**config.mk**
```make
export PLATFORM = sky130hd
export DESIGN_NAME = lpddr2_port_arbiter
export DESIGN_NICKNAME = d
export VERILOG_FILES = /design/src/rtl/lpddr2_port_arbiter_pkg.sv /design/src/rtl/lpddr2_port_arbiter_rr.sv /design/src/rtl/lpddr2_port_arbiter.sv
export SDC_FILE = /design/constraint.sdc
export NUM_CORES = 1
export LEC_CHECK = 0
export ABC_AREA = 1
export CORE_MARGIN = 10
export CORE_UTILIZATION = 40
export CTS_CLUSTER_SIZE = 24
export DETAILED_ROUTE_END_ITERATION = 10
export HOLD_SLACK_MARGIN = 0.1
export PLACE_DENSITY = 0.82
export SKIP_LAST_GASP = 1
export SLEW_MARGIN = 10
export SYNTH_ARGS = -nofsm -noshare
export SYNTH_HDL_FRONTEND = slang
export SYNTH_SLANG_ARGS = --single-unit
```
**constraint.sdc**
```tcl
create_clock -name clk -period 3.9 [get_ports clk]
set_clock_uncertainty 0.05 [all_clocks]
set_input_delay 0.78 -clock clk [delete_from_list [all_inputs] [get_ports clk]]
set_output_delay 0.78 -clock clk [all_outputs]
set_load 0.005 [all_outputs]
```
**src/rtl/lpddr2_port_arbiter_pkg.sv**
```systemverilog
// Shared types for the LPDDR2 port arbiter: FSM state encoding and the
// read-data word returned on a timed-out transaction.
package arb_pkg;

  typedef enum logic [1:0] {
    IDLE  = 2'd0,
    ISSUE = 2'd1,
    WAIT  = 2'd2,
    RESP  = 2'd3
  } arb_state_e;

  localparam logic [31:0] ARB_ERR_DATA = 32'hDEAD_BEEF;

endpackage

```
**src/rtl/lpddr2_port_arbiter_rr.sv**
```systemverilog
// Combinational round-robin picker: the first requester strictly after the
// last grant wins, wrapping at NUM_PORTS.
module rr_arbiter #(
  parameter int NUM_PORTS = 2,
  parameter int IDX_W     = 1
) (
  input  logic [NUM_PORTS-1:0] req,
  input  logic [IDX_W-1:0]     last,
  output logic [NUM_PORTS-1:0] grant,
  output logic [IDX_W-1:0]     idx,
  output logic                 any
);

  logic [IDX_W-1:0] cand_s;

  // scan from last+1 around to last itself, keep the first hit
  always_comb begin
    grant  = '0;
    idx    = '0;
    any    = 1'b0;
    cand_s = '0;
    for (int i = 1; i <= NUM_PORTS; i++) begin
      cand_s = IDX_W'((int'(last) + i) % NUM_PORTS);
      if (!any && req[cand_s]) begin
        any           = 1'b1;
        grant[cand_s] = 1'b1;
        idx           = cand_s;
      end else begin
        any = any;
      end
    end
  end

endmodule

```
**src/rtl/lpddr2_port_arbiter.sv**
```systemverilog
// Round-robin multi-port front end onto one LPDDR2 request interface, one
// transaction in flight. Define ARB_TIMEOUT_EN to bound the WAIT state.
module lpddr2_port_arbiter
  import arb_pkg::*;
#(
  parameter int NUM_PORTS      = 2,
  parameter int ADDR_W         = 27,
  parameter int DATA_W         = 32,
  parameter int TIMEOUT_CYCLES = 1024
) (
  input  logic                        clk,
  input  logic                        rst,
  input  logic [NUM_PORTS-1:0]        port_req,
  input  logic [NUM_PORTS-1:0]        port_we,
  input  logic [NUM_PORTS*ADDR_W-1:0] port_addr,
  input  logic [NUM_PORTS*DATA_W-1:0] port_wdata,
  output logic [NUM_PORTS-1:0]        port_done,
  output logic [DATA_W-1:0]           port_rdata,
  output logic [NUM_PORTS-1:0]        port_err,
  output logic [ADDR_W-1:0]           lpddr2_address,
  output logic [DATA_W-1:0]           lpddr2_write_data,
  output logic                        lpddr2_rreq,
  output logic                        lpddr2_wreq,
  input  logic                        lpddr2_busy,
  input  logic                        lpddr2_ack,
  input  logic [DATA_W-1:0]           lpddr2_read_data
);

  localparam int IW = $clog2(NUM_PORTS);

  arb_state_e           state_r;
  arb_state_e           state_nx_s;
  logic [IW-1:0]        rr_ptr_r;
  logic [IW-1:0]        gidx_r;
  logic [IW-1:0]        sel_idx_s;
  logic [NUM_PORTS-1:0] sel_grant_s;
  logic                 sel_any_s;
  logic                 we_r;
  logic                 timeout_s;

  rr_arbiter #(
    .NUM_PORTS (NUM_PORTS),
    .IDX_W     (IW)
  ) u_rr (
    .req   (port_req),
    .last  (rr_ptr_r),
    .grant (sel_grant_s),
    .idx   (sel_idx_s),
    .any   (sel_any_s)
  );

`ifdef ARB_TIMEOUT_EN
  localparam int TW = $clog2(TIMEOUT_CYCLES + 1);

  logic [TW-1:0] tmo_cnt_r;

  // counts WAIT cycles; cleared whenever the FSM is elsewhere
  always_ff @(posedge clk or posedge rst) begin
    if (rst) begin
      tmo_cnt_r <= '0;
    end else if (state_r == WAIT) begin
      tmo_cnt_r <= tmo_cnt_r + TW'(1);
    end else begin
      tmo_cnt_r <= '0;
    end
  end

  assign timeout_s = (state_r == WAIT) && (tmo_cnt_r == TW'(TIMEOUT_CYCLES - 1));
`else
  assign timeout_s = 1'b0;
`endif

  // next state and the request strobes, which must see busy in the same cycle
  always_comb begin
    state_nx_s  = state_r;
    lpddr2_rreq = 1'b0;
    lpddr2_wreq = 1'b0;
    case (state_r)
      IDLE: begin
        if (sel_any_s) state_nx_s = ISSUE;
        else           state_nx_s = IDLE;
      end
      ISSUE: begin
        if (!lpddr2_busy) begin
          state_nx_s  = WAIT;
          lpddr2_rreq = !we_r;
          lpddr2_wreq = we_r;
        end else begin
          state_nx_s  = ISSUE;
        end
      end
      WAIT: begin
        if (lpddr2_ack || timeout_s) state_nx_s = RESP;
        else                         state_nx_s = WAIT;
      end
      RESP:    state_nx_s = IDLE;
      default: state_nx_s = IDLE;
    endcase
  end

  // state, grant latch and registered completion outputs
  always_ff @(posedge clk or posedge rst) begin
    if (rst) begin
      state_r           <= IDLE;
      rr_ptr_r          <= IW'(NUM_PORTS - 1);
      gidx_r            <= '0;
      we_r              <= 1'b0;
      lpddr2_address    <= '0;
      lpddr2_write_data <= '0;
      port_done         <= '0;
      port_rdata        <= '0;
      port_err          <= '0;
    end else begin
      state_r    <= state_nx_s;
      port_done  <= '0;
      port_err   <= '0;
      port_rdata <= '0;
      if (state_r == IDLE && sel_any_s) begin
        gidx_r            <= sel_idx_s;
        rr_ptr_r          <= sel_idx_s;
        we_r              <= |(port_we & sel_grant_s);
        lpddr2_address    <= port_addr[sel_idx_s*ADDR_W +: ADDR_W];
        lpddr2_write_data <= port_wdata[sel_idx_s*DATA_W +: DATA_W];
      end
      // completion is loaded on the WAIT exit edge so it is visible during RESP
      if (state_r == WAIT && lpddr2_ack) begin
        port_done[gidx_r] <= 1'b1;
        port_rdata        <= we_r ? '0 : lpddr2_read_data;
      end else if (state_r == WAIT && timeout_s) begin
        port_done[gidx_r] <= 1'b1;
        port_err[gidx_r]  <= 1'b1;
        port_rdata        <= DATA_W'(ARB_ERR_DATA);
      end
    end
  end

endmodule

```
==> metrics <==
status finished, final reports clean; Crit Path Max Fanout 3; Starting Density 41.1%; #FFs+latches synth 98; period utilisation layout 72.9%; gp weighted congestion 0.794; Switching Share 34.8%; hold buffers post-CTS 0; setup violators final 0; H-tree Lvls 3; GRT overflow 0; peak supply drop 0.364 mV; Row Count 39; clock-pin slew on the worst setup and hold paths 0.07 ns; clock tree buffer depth 2; Hold Crit Depth 1; Hold WC Path Type reg -> reg; global-route wire length before repair 25,300 um; DR vias 4,804; Resize count post-CTS 0; WL/cell 15.7 um; P_int 2960 uW; most common cell after layout, fill and taps aside clkdlybuf4s50_1; Placed Instances 1,014; Via density 4.66; final hold violations 0; startpoint types input pin; Clk Tree Root Cell clkbuf_16; initial antenna violation count 0; Setup Total Neg Slack 0 ns; synthesized area 4730 um^2; setup slack, reg-to-reg 2.17 ns; max frequency 0.352 GHz; DIE AREA 16,600 um^2; min Tclk post-route 2.84 ns; Seq pwr share 34.8%; Routed Wire Length 16,200 um; Total Routing Usage GR 19.0%; post-route antenna net violation count 0; Crit Path Class in -> out; Slew Limit Fails 0; Pwr Total 4550 uW; Die H 129 um; Clock Sinks 98; setup repair bufs after CTS 0; Seq/Total Area, Yosys 51.8%; Yosys cell types 18; PwrDens 593 nW/um^2; PortBufs 252; Gate power share 45.3%; critical path endpoint category output port; top cell type's share of synthesized area 51.3%; cts bufs inserted 9; Hold Path End port_done[0]; Slew HR 55.0%; commonest non-fill, non-tap cells in the layout clkdlybuf4s50_1 (252), nand2_1 (214), inv_1 (124); share of cells above drive strength 1 3.49%; Area Overhead vs Synth 62.0%; Sw Pwr 1580 uW; cell taking the most area after synthesis dfrtp_1; worst slew pin tran 0.673 ns; worst setup margin 1.06 ns; Synth area leaders dfrtp_1 (51%), nand2_1 (17%), nand3_1 (13%); FF-to-FF End lpddr2_address[20]; clock power share 19.8%; worst-case reg-to-reg path depth 6; cells after synthesis 648; num ports 255; dpl hpwl 12,000 um; Initial DRT Pass Iterations 4; hold_sp gidx_r; pre-CTS setup slack 1.07 ns; Final nets 1,040; die width 129 um; Placeable Area 11,500 um^2; leakage power 0.00401 uW; Arr. time, crit path 2.01 ns; TritonCTS clock tree built; non-filler cells in the finished layout 1,030; yosys warns 0; origin of the critical flop-to-flop path rr_ptr_r; diode count 0; initial DRC count 266; largest net degree at the start of global routing 60; synthesized area per cell 7.30 um^2; drc violations 0; vias in the first global route 4,739; max-cap viol count 0; Worst EP required 3.07 ns; RSZ-0062 raised after global routing false; Skew-Pair Late Insertion Delay 0.34 ns
==> registers in the layout, summed over array words and instances (netlist names), named ones only <==
signal             cells
we_r                   1
state_r                1
rr_ptr_r               1
port_done              2
lpddr2_address        27
gidx_r                 1
port_rdata            32
lpddr2_write_data     32
==> per-stage QoR <==
step / util (%) / area [um^2] / hold WS (ns)
floorplan: - / 4740 / 0.353
global placement: 63.9 / 7360 / 0.355
detailed placement: 63.9 / 7360 / 0.368
CTS: 66.6 / 7670 / 0.377
global route: 66.6 / 7670 / 0.398
finish: 66.6 / 7670 / 0.380
==> how the worst max path moves through the flow <==
stage           startpoint          end  slack (ns)  cells after the start
2_1_floorplan          rst    async pin        0.51                      1
3_3_place_gp   lpddr2_busy  lpddr2_rreq        1.07                      4
3_5_place_dp   lpddr2_busy  lpddr2_wreq        1.07                      4
4_1_cts        lpddr2_busy  lpddr2_wreq        1.06                      4
5_1_grt        lpddr2_busy  lpddr2_rreq        1.01                      4
6_report       lpddr2_busy  lpddr2_wreq        1.06                      4
==> power groups by stage <==
| stage | Combinational (uW) | Sequential [uW] | Clock [uW] |
|---|---|---|---|
| after floorplan | 890 | 1610 | 0 |
| after global placement | 2060 | 1590 | 0 |
| after detailed placement | 2100 | 1600 | 0 |
| after CTS | 2110 | 1590 | 923 |
| after global routing | 2290 | 1630 | 969 |
| final | 2060 | 1580 | 902 |
==> critical path, stage by stage <==
cell	delay [ns]
clkdlybuf4s50_1	0.41
nand3b_1	0.20
nor2_1	0.11
clkdlybuf4s50_1	0.51
==> cell families (layout without fill, tap and decap cells) <==
family                 after synthesis  after routing  share of synthesized area [%]
AND/OR/NAND/NOR                    380            380                           33.7
AO/OA/AOI/OAI                        5              5                          0.608
other                                1              2                         0.0792
flip-flops                          98             98                           51.8
buffers and inverters              164            402                           13.7
==> per-layer routing <==
layer,GRT usage [%],vias up,share of wire (%)
li1,-,2388,-
met1,22.7,2197,39
met2,30.8,187,49
met3,6.00,32,9.5
met4,8.63,0,2.9
met5,0,-,0
==> Yosys cell counts <==
cell	number
clkbuf_2	1
nand3b_1	1
dfstp_2	1
conb_1	1
nor2_1	38
nand2_1	215
o21ai_0	3
nand3_1	123
o21ai_2	1
nand2_2	2
clkbuf_1	18
dfrtp_1	97
nor2_4	1
buf_1	1
buf_2	15
a21oi_1	1
inv_1	125
buf_4	4
==> cell type report <==
type | count | area [um^2]
Clock buffer | 11 | 243
Clock inverter | 5 | 62.6
Fill cell | 987 | 3850
Inverter | 125 | 472
Multi-Input combinational cell | 387 | 1640
Sequential cell | 98 | 2450
Tap cell | 143 | 179
Timing Repair Buffer | 261 | 2620
No activity file was read; power rests on OpenSTA's default activity.
